`src/rtl/knight_pkg.sv`:
```
// rtl/knight_pkg.sv - shared state encoding and widths for the knight-flasher sequencer
package knight_pkg;

    localparam int SPEED_W = 4;
    localparam int SWEEP_W = 4;

    typedef enum logic [2:0] {
        ST_IDLE     = 3'd0,
        ST_LOAD     = 3'd1,
        ST_RUN_UP   = 3'd2,
        ST_DWELL_HI = 3'd3,
        ST_RUN_DN   = 3'd4,
        ST_DWELL_LO = 3'd5,
        ST_DONE     = 3'd6
    } state_t;

    // States in which the prescaler is allowed to run
    function automatic logic is_moving(state_t s);
        return (s == ST_RUN_UP) || (s == ST_DWELL_HI) ||
               (s == ST_RUN_DN) || (s == ST_DWELL_LO);
    endfunction

endpackage

```
`src/rtl/knight_tick.sv`:
```
// rtl/knight_tick.sv - programmable prescaler producing a one-cycle tick every BASE_DIV*(speed+1) cycles
module knight_tick
    import knight_pkg::*;
#(
    parameter int BASE_DIV = 4,
    parameter int PRE_W    = 16
) (
    input  logic               ck,
    input  logic               res_n,
    input  logic               clr,
    input  logic               en,
    input  logic [SPEED_W-1:0] speed,
    output logic               tick
);

    logic [PRE_W-1:0] cnt_q;
    logic [PRE_W-1:0] cnt_d;
    logic [PRE_W-1:0] limit;

    always_comb begin
        limit = PRE_W'(BASE_DIV) * (PRE_W'(speed) + PRE_W'(1)) - PRE_W'(1);
        tick  = en && (cnt_q == limit);
        cnt_d = cnt_q;
        if (clr) begin
            cnt_d = '0;
        end else if (en) begin
            cnt_d = tick ? '0 : cnt_q + PRE_W'(1);
        end
    end

    always_ff @(posedge ck or negedge res_n) begin
        if (!res_n) begin
            cnt_q <= '0;
        end else begin
            cnt_q <= cnt_d;
        end
    end

endmodule

```
`src/rtl/knight_ctrl.sv`:
```
// rtl/knight_ctrl.sv - knight-flasher sequencer: load/step/direction/dwell/sweep control
// Optional KNIGHT_CTRL_PAUSE_EN adds a hold input that freezes the sequence.
module knight_ctrl
    import knight_pkg::*;
#(
    parameter int WIDTH    = 8,
    parameter int BASE_DIV = 4,
    parameter int DWELL    = 2,
    parameter int PRE_W    = 16
) (
    input  logic                     ck,
    input  logic                     res_n,
`ifdef KNIGHT_CTRL_PAUSE_EN
    input  logic                     hold,
`endif
    input  logic                     start,
    input  logic                     stop,
    input  logic [SPEED_W-1:0]       speed,
    input  logic [SWEEP_W-1:0]       sweeps,
    output logic                     load,
    output logic                     shift_en,
    output logic                     shift_up,
    output logic [$clog2(WIDTH)-1:0] pos,
    output logic                     busy,
    output logic                     done
);

    localparam int POS_W = $clog2(WIDTH);
    localparam int DW_W  = (DWELL > 1) ? $clog2(DWELL + 1) : 1;

    logic hold_w;
`ifdef KNIGHT_CTRL_PAUSE_EN
    assign hold_w = hold;
`else
    assign hold_w = 1'b0;
`endif

    state_t               state_q, state_d;
    logic [POS_W-1:0]     pos_q, pos_d;
    logic                 shift_up_q, shift_up_d;
    logic                 shift_en_q, shift_en_d;
    logic                 load_q, load_d;
    logic                 done_q, done_d;
    logic                 busy_q, busy_d;
    logic [SPEED_W-1:0]   speed_q, speed_d;
    logic [SWEEP_W-1:0]   sweeps_q, sweeps_d;
    logic [SWEEP_W-1:0]   sweep_cnt_q, sweep_cnt_d;
    logic [DW_W-1:0]      dwell_q, dwell_d;
    logic                 tick;
    logic                 step;
    logic                 step_up;

    knight_tick #(
        .BASE_DIV (BASE_DIV),
        .PRE_W    (PRE_W)
    ) u_tick (
        .ck    (ck),
        .res_n (res_n),
        .clr   (state_q == ST_LOAD),
        .en    (is_moving(state_q) && !hold_w),
        .speed (speed_q),
        .tick  (tick)
    );

    always_comb begin
        state_d     = state_q;
        pos_d       = pos_q;
        speed_d     = speed_q;
        sweeps_d    = sweeps_q;
        sweep_cnt_d = sweep_cnt_q;
        dwell_d     = dwell_q;
        step        = 1'b0;
        step_up     = 1'b0;

        case (state_q)
            ST_IDLE: begin
                if (start && !stop) begin
                    state_d     = ST_LOAD;
                    speed_d     = speed;
                    sweeps_d    = sweeps;
                    sweep_cnt_d = '0;
                    dwell_d     = '0;
                    pos_d       = '0;
                end
            end
            ST_LOAD: state_d = ST_RUN_UP;
            ST_RUN_UP: begin
                if (tick) begin
                    step    = 1'b1;
                    step_up = 1'b1;
                    pos_d   = pos_q + POS_W'(1);
                    if (pos_q == POS_W'(WIDTH - 2)) begin
                        state_d = (DWELL > 0) ? ST_DWELL_HI : ST_RUN_DN;
                    end
                end
            end
            ST_DWELL_HI: begin
                if (tick) begin
                    if (int'(dwell_q) + 1 >= DWELL) begin
                        dwell_d = '0;
                        state_d = ST_RUN_DN;
                    end else begin
                        dwell_d = dwell_q + DW_W'(1);
                    end
                end
            end
            ST_RUN_DN: begin
                if (tick) begin
                    step  = 1'b1;
                    pos_d = pos_q - POS_W'(1);
                    if (pos_q == POS_W'(1)) begin
                        sweep_cnt_d = sweep_cnt_q + SWEEP_W'(1);
                        if ((sweeps_q != '0) && (sweep_cnt_q + SWEEP_W'(1) == sweeps_q)) begin
                            state_d = ST_DONE;
                        end else begin
                            state_d = (DWELL > 0) ? ST_DWELL_LO : ST_RUN_UP;
                        end
                    end
                end
            end
            ST_DWELL_LO: begin
                if (tick) begin
                    if (int'(dwell_q) + 1 >= DWELL) begin
                        dwell_d = '0;
                        state_d = ST_RUN_UP;
                    end else begin
                        dwell_d = dwell_q + DW_W'(1);
                    end
                end
            end
            ST_DONE: state_d = ST_IDLE;
            default: state_d = ST_IDLE;
        endcase

        if (hold_w) begin
            state_d     = state_q;
            pos_d       = pos_q;
            speed_d     = speed_q;
            sweeps_d    = sweeps_q;
            sweep_cnt_d = sweep_cnt_q;
            dwell_d     = dwell_q;
            step        = 1'b0;
        end

        // Abort wins over everything, including a tick landing in the same cycle
        if (stop && (state_q != ST_IDLE)) begin
            state_d     = ST_IDLE;
            pos_d       = pos_q;
            sweep_cnt_d = sweep_cnt_q;
            dwell_d     = '0;
            step        = 1'b0;
        end

        shift_en_d = step;
        load_d     = (state_q == ST_IDLE) && (state_d == ST_LOAD);
        done_d     = (state_q != ST_DONE) && (state_d == ST_DONE);
        busy_d     = (state_d != ST_IDLE);

        // A step keeps the direction it was taken in; the new direction shows up the cycle after
        if (step) begin
            shift_up_d = step_up;
        end else begin
            case (state_d)
                ST_LOAD, ST_RUN_UP, ST_DWELL_HI: shift_up_d = 1'b1;
                ST_RUN_DN, ST_DWELL_LO:          shift_up_d = 1'b0;
                default:                         shift_up_d = shift_up_q;
            endcase
        end
    end

    always_ff @(posedge ck or negedge res_n) begin
        if (!res_n) begin
            state_q     <= ST_IDLE;
            pos_q       <= '0;
            shift_up_q  <= 1'b0;
            shift_en_q  <= 1'b0;
            load_q      <= 1'b0;
            done_q      <= 1'b0;
            busy_q      <= 1'b0;
            speed_q     <= '0;
            sweeps_q    <= '0;
            sweep_cnt_q <= '0;
            dwell_q     <= '0;
        end else begin
            state_q     <= state_d;
            pos_q       <= pos_d;
            shift_up_q  <= shift_up_d;
            shift_en_q  <= shift_en_d;
            load_q      <= load_d;
            done_q      <= done_d;
            busy_q      <= busy_d;
            speed_q     <= speed_d;
            sweeps_q    <= sweeps_d;
            sweep_cnt_q <= sweep_cnt_d;
            dwell_q     <= dwell_d;
        end
    end

    assign load     = load_q;
    assign shift_en = shift_en_q;
    assign shift_up = shift_up_q;
    assign pos      = pos_q;
    assign busy     = busy_q;
    assign done     = done_q;

endmodule

```
`config.mk`:
```
export PLATFORM = sky130hd
export DESIGN_NAME = knight_ctrl
export DESIGN_NICKNAME = d
export VERILOG_FILES = /design/src/rtl/knight_pkg.sv /design/src/rtl/knight_tick.sv /design/src/rtl/knight_ctrl.sv
export SDC_FILE = /design/constraint.sdc
export NUM_CORES = 1
export LEC_CHECK = 0
export CELL_PAD_IN_SITES_DETAIL_PLACEMENT = 1
export CELL_PAD_IN_SITES_GLOBAL_PLACEMENT = 1
export CORE_ASPECT_RATIO = 1.2
export CORE_MARGIN = 2
export CORE_UTILIZATION = 40
export CTS_BUF_LIST = sky130_fd_sc_hd__clkbuf_2
export CTS_CLUSTER_DIAMETER = 40
export DETAILED_ROUTE_END_ITERATION = 16
export GPL_ROUTABILITY_DRIVEN = 0
export PLACE_DENSITY_LB_ADDON = 0.08
export SLEW_MARGIN = 15
export SYNTH_ARGS = -nofsm -noshare
export SYNTH_HDL_FRONTEND = slang
export SYNTH_HIERARCHICAL = 1
export SYNTH_SLANG_ARGS = --single-unit
```
`constraint.sdc`:
```
create_clock -name ck -period 9.22 [get_ports ck]
set_clock_uncertainty 0.2 [all_clocks]
set_input_delay 1.844 -clock ck [delete_from_list [all_inputs] [get_ports ck]]
set_output_delay 1.844 -clock ck [all_outputs]
set_load 0.005 [all_outputs]
```
# Word level (Yosys, flattened, before mapping)
# Index checks and enable logic that the tools add are counted.
classes:
  addsub: 8
  magnitude_cmp: 1
  n_eq_ne: 22
  mux: 34
  bitwise_logic: 1
  reduce_logical: 27
op_table:
  columns: ["cell", "n"]
  rows:
  - ["16-bit 2-to-1 mux", 3]
  - ["3-bit 2-to-1 mux", 13]
  - ["3-bit == test (second input constant)", 6]
  - ["3-bit one-hot mux with 6 select lines", 1]
  - ["16-bit by 1-bit adder with 16-bit output (second input constant)", 1]
  - ["16-bit == test", 1]
  - ["16-bit by 1-bit subtractor with 16-bit output (second input constant)", 1]
  - ["3-bit nonzero test", 5]
  - ["3-bit by 2-bit == test with 1-bit output (second input constant)", 4]
  - ["4-bit 2-to-1 mux", 3]
  - ["2-bit 2-to-1 mux", 5]
  - ["5-bit AND reduction", 2]
  - ["3-bit by 1-bit == test with 1-bit output (second input constant)", 3]
  - ["3-bit one-hot mux with 3 select lines", 1]
  - ["4-bit one-hot mux with 2 select lines", 1]
  - ["1-bit logical AND", 6]
  - ["2-bit inequality test (second input constant)", 3]
  - ["3-bit inequality test (second input constant)", 2]
  - ["2-bit OR reduction", 3]
  - ["4-bit by 1-bit adder with 5-bit output (second input constant)", 1]
  - ["1-bit 2-to-1 mux", 5]
  - ["4-bit by 1-bit adder with 4-bit output (second input constant)", 1]
  - ["4-bit == test", 1]
  - ["2-bit one-hot mux with 2 select lines", 1]
  - ["other kinds (17)", 20]
word_totals:
  register_bits: 41
  in_bits: 12
  output_inout_bits: 8
  word_cells: 105

# Depth between registers and ports, before layout
# Gate-level depths: netlist of the first run.
logic_depth:
  word_depth: 12
  mapped_depth: 12

# Hierarchy
# Netlist of the first run, hierarchy kept.
modules_own_cells:
  columns: ["module", "n_inst", "cells_per_inst", "area_each_um2"]
  rows:
  - ["knight_ctrl", 1, 142, 1457.6]
  - ["knight_tick", 1, 130, 1207.4]

# Worst setup path after synthesis of the first run
# Ideal clock, no wire load.
synth_path:
  kind: "input port to flip-flop"
  startpoint: "in stop"
  endpoint: "reg dwell_q[0]"
  arrival_time_ns: 2.783
  required_time_ns: 8.895
  setup_slack_ns: 6.112
  cell_stages: 5
  path_cell_list: "buf_2 -> nor2_1 -> a32oi_1 -> o211ai_2 -> mux2_2"
synth_between:
  elab_chain_cells: 4
  word_cells_on_any_way: 8
  cone_classes: "2 x eq/ne; 1 x mux; 5 x reduce/logical"
synth_rtl:
  columns: ["item", "line", "text"]
  rows:
  - ["from (decl)", "knight_ctrl.sv:17", "input logic stop,"]
  - ["1-bit logical NOT", "knight_ctrl.sv:77", "if (start && !stop) begin"]
  - ["1-bit logical AND", "knight_ctrl.sv:77", null]
  - ["3-bit inequality test (no source line)", null, null]
  - ["3-bit AND reduction (no source line)", null, null]
  - ["to (signal assigned)", "knight_ctrl.sv:195", "dwell_q <= dwell_d;"]
  - ["to (decl)", "knight_ctrl.sv:48", "logic [DW_W-1:0] dwell_q, dwell_d;"]
# Parallel ways exist; a longest one is shown, timed or not.
# A chain may end at the register's enable or synchronous reset.

# Final worst setup path of the first run
layout_path:
  startpoint: "reg pos_q[0] (netlist: pos[0])"
  endpoint: "out pos[0]"
layout_lines:
  columns: ["item", "line", "text"]
  rows:
  - ["from (decl)", "knight_ctrl.sv:39", "logic [POS_W-1:0] pos_q, pos_d;"]
  - ["from (signal assigned)", "knight_ctrl.sv:186", "pos_q <= pos_d;"]
  - ["to (decl)", "knight_ctrl.sv:23", "output logic [$clog2(WIDTH)-1:0] pos,"]
# No word-level cell between the ends.

==> flow_summary.json, run 1 <==
{
  "status": "finished, final reports clean",
  "synth_nets": 293,
  "postLayoutSetupSlackWorst_ns": 5.80,
  "cp_slowest_stage_delay_ns": 0.53,
  "cts_tree": "done",
  "power.density_nw_per_um2": 220,
  "worstPathMaxFanout": 6,
  "slew_headroom_pct": 36.4,
  "rr_endpoint": "shift_up",
  "clockPowerShare_pct": 11.8,
  "initial_utilization_pct": 41.3,
  "portBuffers": 19,
  "synth_area_leaders": "dfrtp_1, mux2_4, ha_1, xor2_1, o21ai_0",
  "ys_seq_area_share_pct": 38.5,
  "rows": 32,
  "cts_sinks": 41,
  "routed_via_density": 5.50,
  "ctsHoldBuffers": 0,
  "rsz0062_at_grt": "false",
  "detail_route.iter0.violations": 60,
  "cts_buffers": 5,
  "crit_chain": "clkdlybuf4s50_1",
  "syn2layout_area_growth_pct": 9.34,
  "placed_cell_area_sq_um": 2880,
  "synth-seq-cells": 41,
  "synth.top_cell.area_share_pct": 38.5,
  "slowest_stage": "clkdlybuf4s50_1",
  "synth_common_cells": "dfrtp_1, nand2_1, o21ai_0, nand3_1, nor2_1",
  "vdd_drop_max_v": 0.0000723,
  "holdCritStartpoint": "dwell_q[0]",
  "synth_edf_count": 0,
  "grt_pass1_vias": 2107,
  "synth_ff_type": "dfrtp_1",
  "r2r_slack_ns": 5.93,
  "clk_transition_reported_paths_ns": 0.19,
  "cts_resized": 0,
  "drcViolationCount": 0,
  "cts_htree_levels": 2,
  "p_seq_share_pct": 42.6,
  "track_usage_pct": 18.3,
  "die_w_microns": 78.5,
  "period_share_pct": 37.1,
  "drive_gt1_share_pct": 14.9,
  "hold_violations": 0,
  "cp_top_family": "buffers and inverters",
  "vias": 2050,
  "fin_area_sq_um": 2910,
  "post_drt_wl_per_cell_microns": 16.3,
  "clk_latency_ns": 0.38,
  "dp_hpwl_microns": 4410,
  "tightest_slew_ns": 0.954,
  "r2r_cells": 9,
  "fin_tns_setup_ns": 0,
  "critPathBufInv": 1,
  "setup.worst_path.start_class": "flop",
  "antenna_found_initial": 0,
  "async_flop_share_pct": 100,
  "ios": 20,
  "clock-root-buffer": "clkbuf_2",
  "slew_viol_final": 0,
  "fillers": 761,
  "yosysTopAreaCell": "dfrtp_1",
  "cp.required_ns": 7.18,
  "hold_depth": 1,
  "ant_nets": 0,
  "hp-class": "reg2reg",
  "max_freq_mhz": 292,
  "setup_viol": 0,
  "r2r-start": "state_q[2]",
  "p_switching_mw": 0.271,
  "dieArea_sq_um": 7330,
  "gr-total-overflow": 0,
  "dieHeight_microns": 93.4,
  "cap_violations": 0,
  "pre_cts_slack_ns": 5.50,
  "antennaDiodeCount": 0,
  "leakagePower_nw": 1.22,
  "critPathCaptureType": "primary output",
  "fp.coreArea_sq_um": 6450,
  "firstDrtPassIters": 4,
  "wl_microns": 6070,
  "netlist_area_sq_um": 2670,
  "critical_path_class": "reg2out",
  "clk_path_buf_depth": 2,
  "final_util_pct": 45.2,
  "grt_max_degree": 42,
  "p_int_mw": 0.369,
  "postCtsSetupRepairBufs": 0,
  "synth_most_common_cell": "dfrtp_1",
  "min_period_ns": 3.42,
  "syn_avg_cell_area_sq_um": 9.80,
  "p_sw_share_pct": 42.4,
  "yosys_warnings": 6,
  "grt_pass1_wl_microns": 10600,
  "hold_path_end": "dwell_q[0]",
  "arrival_ns": 1.38,
  "ys_types": 61,
  "power_frac_comb_pct": 45.6,
  "synth_cells": 272,
  "nets": 309
}
flip-flops by register name (all words and copies together), names as in the netlist:
register,count
sweep_cnt_q,4
load,1
shift_up,1
dwell_q,2
busy,1
done,1
u_tick/cnt_q,16
pos,3
state_q,3
speed_q,4
sweeps_q,4
shift_en,1
cells by family (layout without fill, tap and decap cells):
| family | after synthesis | after routing | share of synthesized area (%) |
|---|---|---|---|
| AND/OR/NAND/NOR | 114 | 114 | 26.1 |
| AO/OA/AOI/OAI | 53 | 53 | 13.7 |
| flip-flops | 41 | 41 | 38.5 |
| buffers and inverters | 22 | 38 | 4.55 |
| XOR/XNOR | 21 | 21 | 6.90 |
| multiplexers | 12 | 12 | 6.10 |
| adder cells (fa/ha/maj) | 9 | 9 | 4.23 |
stage by stage:
stage | hold WS [ns] | instances | total power [mW]
6_report | 0.348 | 373 | 0.641
3_5_place_dp | 0.312 | 366 | 0.572
3_3_place_gp | 0.297 | 366 | 0.565
5_1_grt | 0.391 | 373 | 0.695
4_1_cts | 0.356 | 373 | 0.651
2_1_floorplan | 0.281 | 272 | 0.512
final cells by class:
cell class	instances	area [sq um]	share of cell area, %
clock buffers	6	30.0	1.03
clock inverters	1	3.75	0.129
inverters	12	45.0	1.55
multi-input cells	209	1520	52.1
flip-flops and latches	41	1030	35.2
well taps	85	106	3.65
repair buffers	19	185	6.35
worst max-delay path by stage:
stage	from	endpoint	slack [ns]	cells after the start
finish	pos[0]	pos[0]	5.80	1
global route	pos[0]	pos[0]	5.67	1
CTS	pos[0]	pos[0]	5.75	1
detailed placement	stop	dwell_q[0]	5.50	5
global placement	stop	dwell_q[0]	5.53	5
floorplan	stop	dwell_q[0]	6.11	5
placed cells by master, fill, tap and decap left out, types with 4 or more instances in the layout:
master / netlist / routed
nor2_4: 5 / 5
nand2_1: 24 / 24
mux2_4: 8 / 8
nand3_1: 14 / 14
o21ai_0: 19 / 19
and4b_1: 4 / 4
xor2_1: 12 / 12
xnor2_1: 9 / 9
nand2b_1: 5 / 5
a21oi_1: 8 / 8
dfrtp_1: 41 / 41
nand4_1: 6 / 6
clkdlybuf4s50_1: 0 / 18
clkbuf_2: 0 / 6
nor2_1: 13 / 13
inv_1: 12 / 12
nor2_2: 5 / 5
a31oi_1: 4 / 4
ha_1: 9 / 9
nor3_1: 8 / 8
power groups by stage:
stage          registers [mW]  clock network (mW)  logic [mW]
6_report                0.273              0.0754       0.292
5_1_grt                 0.282              0.0887       0.324
4_1_cts                 0.273              0.0812       0.297
3_5_place_dp            0.277                   0       0.295
3_3_place_gp            0.275                   0       0.289
2_1_floorplan           0.252                   0       0.260
layer usage:
| metal | part of all wire, % | wire length, microns | GRT usage, % |
|---|---|---|---|
| met5 | 0 | 0 | 0 |
| met4 | 1.5 | 93 | 5.85 |
| met3 | 1.3 | 80 | 2.90 |
| met2 | 50 | 3050 | 32.2 |
| met1 | 47 | 2850 | 22.9 |
Power figures use the tool's default switching activity.
==> run 2: changes to the inputs <==
==> constraint.sdc (replaced) <==
create_clock -name ck -period 3.5 [get_ports ck]
set_clock_uncertainty 0.2 [all_clocks]
set_input_delay 0.7 -clock ck [delete_from_list [all_inputs] [get_ports ck]]
set_output_delay 0.7 -clock ck [all_outputs]
set_load 0.005 [all_outputs]
==> flow_summary.json, run 2 (synthesized netlist as in run 1, its figures left out) <==
{
  "status": "finished, final reports clean",
  "clockPowerShare_pct": 11.7,
  "ant_nets": 0,
  "cp.required_ns": 3.58,
  "tightest_slew_ns": 0.948,
  "pre_cts_slack_ns": 0.370,
  "dieHeight_microns": 93.4,
  "vdd_drop_max_v": 0.000225,
  "largest_register_ffs": 16,
  "regArea_sq_um": 1030,
  "arrival_ns": 3.25,
  "wl_microns": 6160,
  "setup_viol": 0,
  "grt_max_degree": 42,
  "final_common_cell": "dfrtp_1",
  "cp_top_family": "simple AND/OR/NAND/NOR gates",
  "ios": 20,
  "p_sw_share_pct": 42.1,
  "p_int_mw": 0.987,
  "cts_resized": 0,
  "track_usage_pct": 18.7,
  "setup.worst_path.start_class": "flop",
  "hold_violations": 0,
  "cts_tree": "done",
  "ctsHoldBuffers": 0,
  "grt_pass1_vias": 2324,
  "syn2layout_area_growth_pct": 10.2,
  "fin_tns_setup_ns": 0,
  "placed_cell_area_sq_um": 2900,
  "p_seq_share_pct": 41.2,
  "post_drt_wl_per_cell_microns": 16.4,
  "critical_path_class": "reg2reg",
  "antennaDiodeCount": 0,
  "dp_hpwl_microns": 4570,
  "clock-root-buffer": "clkbuf_2",
  "largest_register": "u_tick/cnt_q",
  "power.density_nw_per_um2": 581,
  "critPathBufInv": 0,
  "cap_violations": 0,
  "gr-total-overflow": 0,
  "min_period_ns": 3.18,
  "period_share_pct": 90.7,
  "dieArea_sq_um": 7330,
  "nets": 312,
  "rsz0062_at_grt": "false",
  "clk_latency_ns": 0.39,
  "fp.coreArea_sq_um": 6450,
  "routed_via_density": 5.48,
  "slew_viol_final": 0,
  "antenna_found_initial": 0,
  "cts_buffers": 5,
  "worstPathMaxFanout": 10,
  "crit_chain": "ha_1 -> xor2_1 -> or3_4 -> and2_1 -> o22ai_2 -> and3_2 -> and3b_1 -> mux2_2 -> nor2_1 -> a31oi_1",
  "p_switching_mw": 0.718,
  "detail_route.iter0.violations": 44,
  "max_freq_mhz": 315,
  "postLayoutSetupSlackWorst_ns": 0.325,
  "worst-path-stages": 10,
  "rows": 32,
  "firstDrtPassIters": 4,
  "cp_slowest_stage_delay_ns": 0.52,
  "slowest_stage": "dfrtp_1",
  "drive_gt1_share_pct": 15.8,
  "r2r_cells": 10,
  "slew_headroom_pct": 36.8,
  "initial_utilization_pct": 41.3,
  "multi_input_area_sq_um": 1520,
  "clk_transition_reported_paths_ns": 0.22,
  "drcViolationCount": 0,
  "fillers": 754,
  "cts_htree_levels": 2,
  "portBuffers": 19,
  "power_frac_comb_pct": 47.0,
  "postCtsSetupRepairBufs": 0,
  "leakagePower_nw": 1.24,
  "clk_path_buf_depth": 2,
  "die_w_microns": 78.5,
  "grt_pass1_wl_microns": 10800,
  "critPathCaptureType": "flop",
  "hp-class": "in2async",
  "fin_area_sq_um": 2940,
  "layout_common_cells": "dfrtp_1, nand2_1, o21ai_0, clkdlybuf4s50_1, nand3_1",
  "vias": 2060,
  "cts_sinks": 41
}
## run 2: cell count changes in the layout (fill, tap and decap cells not counted)
cell,before,now
buf_4,0,3
## run 2: path summary, 6_finish.rpt
path	start	end	slack (ns)
setup / recovery	speed_q[0]	shift_up	0.32
hold / removal	res_n	u_tick/cnt_q[15]	0.21
setup reg to reg	speed_q[0]	shift_up	0.32
hold reg to reg	sweep_cnt_q[1]	sweep_cnt_q[1]	0.35
max in group asynchronous	res_n	pos[1]	2.28
min in group ck	sweep_cnt_q[1]	sweep_cnt_q[1]	0.35
## run 2: power groups by stage
| stage | sequential, mW | clock (mW) | combinational, mW |
|---|---|---|---|
| global route | 0.728 | 0.229 | 0.897 |
| detailed placement | 0.712 | 0 | 0.814 |
| CTS | 0.703 | 0.215 | 0.817 |
| floorplan | 0.663 | 0 | 0.686 |
| global placement | 0.709 | 0 | 0.800 |
| finish | 0.703 | 0.200 | 0.802 |
## run 2: per-layer routing
| layer | GRT usage (%) | routed length [microns] | up-vias |
|---|---|---|---|
| li1 | - | - | 1017 |
| met4 | 4.39 | 40 | 0 |
| met1 | 21.5 | 2670 | 1028 |
| met5 | 0 | 0 | - |
| met2 | 35.6 | 3360 | 13 |
| met3 | 2.90 | 87 | 2 |
## run 2: final cells by class
cell class	instances	area share (%)
multi-input cells	209	51.7
flip-flops and latches	41	34.9
repair buffers	22	7.07
well taps	85	3.62
inverters	12	1.53
clock buffers	6	1.02
clock inverters	1	0.128
## run 2: stage by stage
step	util, %	cells	hold slack [ns]	power (mW)
floorplan	-	272	0.204	1.35
global placement	45.0	369	0.295	1.51
detailed placement	45.0	369	0.314	1.53
CTS	45.6	376	0.251	1.74
global route	45.6	376	0.277	1.85
finish	45.6	376	0.210	1.71
==> run 3: changes to the inputs <==
--- a/config.mk
+++ b/config.mk
@@ -14,7 +14,7 @@
 export CTS_CLUSTER_DIAMETER = 40
 export DETAILED_ROUTE_END_ITERATION = 16
 export GPL_ROUTABILITY_DRIVEN = 0
-export PLACE_DENSITY_LB_ADDON = 0.08
+export PLACE_DENSITY = 0.69
 export SLEW_MARGIN = 15
 export SYNTH_ARGS = -nofsm -noshare
 export SYNTH_HDL_FRONTEND = slang
==> flow_summary.json, run 3 (synthesized netlist as in run 1, its figures left out) <==
{
  "syn2layout_area_growth_pct": 10.8,
  "p_switching_mw": 0.733,
  "grt_max_degree": 42,
  "detail_route.iter0.violations": 56,
  "portBuffers": 19,
  "wl_microns": 6150,
  "largest_register_ffs": 16,
  "period_share_pct": 90.4,
  "slew_viol_final": 0,
  "clock-root-buffer": "clkbuf_2",
  "cts_htree_levels": 2,
  "r2r-start": "speed_q[0]",
  "clockPowerShare_pct": 16.0,
  "crit_chain": "ha_1 -> xor2_1 -> or3_4 -> and2_1 -> o22ai_2 -> and3_2 -> and3b_1 -> mux2_2 -> nor2_1 -> a31oi_1",
  "power_frac_comb_pct": 43.9,
  "finalPower_mw": 1.79,
  "power.density_nw_per_um2": 606,
  "worstPathMaxFanout": 10,
  "critical_path_class": "reg2reg",
  "drive_gt1_share_pct": 15.5,
  "cts_sinks": 41,
  "fp.coreArea_sq_um": 6450,
  "clk_transition_reported_paths_ns": 0.23,
  "p_seq_share_pct": 40.1,
  "initial_utilization_pct": 41.3,
  "cts_buffers": 5,
  "clk_latency_ns": 0.41,
  "setup_viol": 0,
  "cap_violations": 0,
  "drcViolationCount": 0,
  "clk_path_buf_depth": 2,
  "cts_resized": 0,
  "setup.worst_path.start_class": "flop",
  "die_w_microns": 78.5,
  "dp_hpwl_microns": 4520,
  "slowest_stage": "dfrtp_1",
  "finalNonFillerCells": 375,
  "final_common_cell": "dfrtp_1",
  "vias": 2072,
  "critPathCaptureType": "flop",
  "routed_via_density": 5.53,
  "ios": 20,
  "firstDrtPassIters": 4,
  "dp.cells": 367,
  "nets": 310,
  "p_sw_share_pct": 41.0,
  "tightest_slew_ns": 0.946,
  "hold_violations": 0,
  "cp_slowest_stage_delay_ns": 0.53,
  "multi_input_area_sq_um": 1520,
  "ant_nets": 0,
  "vdd_drop_max_v": 0.000226,
  "hp-class": "in2async",
  "status": "finished, final reports clean",
  "cts_tree": "done",
  "r2r_slack_ns": 0.34,
  "track_usage_pct": 18.6,
  "final_util_pct": 45.8,
  "leakagePower_nw": 1.24,
  "post_drt_wl_per_cell_microns": 16.4,
  "rsz0062_at_grt": "false",
  "largest_register": "u_tick/cnt_q",
  "grt_pass1_vias": 2168,
  "p_int_mw": 1.06,
  "rows": 32,
  "slew_headroom_pct": 36.9,
  "r2r_cells": 10,
  "gr-total-overflow": 0,
  "antennaDiodeCount": 0,
  "min_period_ns": 3.16,
  "postCtsSetupRepairBufs": 0,
  "ctsHoldBuffers": 0,
  "fin_tns_setup_ns": 0,
  "max_freq_mhz": 316,
  "rr_endpoint": "shift_up",
  "cp.required_ns": 3.60,
  "antenna_found_initial": 0,
  "dieHeight_microns": 93.4,
  "grt_pass1_wl_microns": 10600,
  "worst_hold_slack_ns": 0.192,
  "dieArea_sq_um": 7330,
  "layout_common_cells": "dfrtp_1, nand2_1, o21ai_0, clkdlybuf4s50_1, nand3_1",
  "regArea_sq_um": 1030,
  "arrival_ns": 3.26,
  "fillers": 759
}
-- run 3: changes by cell type in the layout (fill, tap and decap cells not counted), sizes merged --
cell and change:
buf -2, bufinv +1
-- run 3: final cells by class --
class / count / share of cell area (%)
tap: 85 / 3.60
multi-input combinational: 209 / 51.4
timing repair buffer: 20 / 6.53
clock buffer: 6 / 1.02
sequential: 41 / 34.8
inverter: 12 / 1.53
clock inverter: 2 / 1.14
-- run 3: worst max-delay path: cells and delay by family, from the launching register on --
family          cells  cell delay, ns
fa+ha+maj           1            0.32
xor+xnor            1            0.22
simple gates        5            1.23
flops               1            0.53
mux                 1            0.37
compound gates      2            0.18
-- run 3: how the worst max path moves through the flow --
stage                    start          to  slack (ns)
finish              speed_q[0]    shift_up        0.34
global route        speed_q[0]  dwell_q[0]        0.13
CTS                 speed_q[0]    shift_up        0.32
detailed placement  speed_q[0]    shift_up        0.39
global placement    speed_q[0]  dwell_q[0]        0.47
floorplan           speed_q[0]    shift_up        0.58
-- run 3: per-layer routing --
layer,wire [microns],up-vias,GRT usage (%)
li1,-,1003,-
met1,2660,1040,22.1
met2,3300,21,34.0
met3,103,8,2.90
met4,80,0,5.70
met5,0,-,0
-- run 3: power groups by stage --
| stage | combinational (mW) | sequential, mW | clock [mW] |
|---|---|---|---|
| after floorplan | 0.686 | 0.663 | 0 |
| after global placement | 0.765 | 0.727 | 0 |
| after detailed placement | 0.785 | 0.730 | 0 |
| after CTS | 0.791 | 0.721 | 0.298 |
| after global routing | 0.866 | 0.747 | 0.313 |
| final | 0.785 | 0.718 | 0.285 |
-- run 3: per-stage QoR --
stage                     area [sq um]  setup WS [ns]
after global placement            2890          0.467
after global routing              2950          0.134
after floorplan                   2670          0.583
final                             2950          0.336
after CTS                         2950          0.317
after detailed placement          2890          0.390
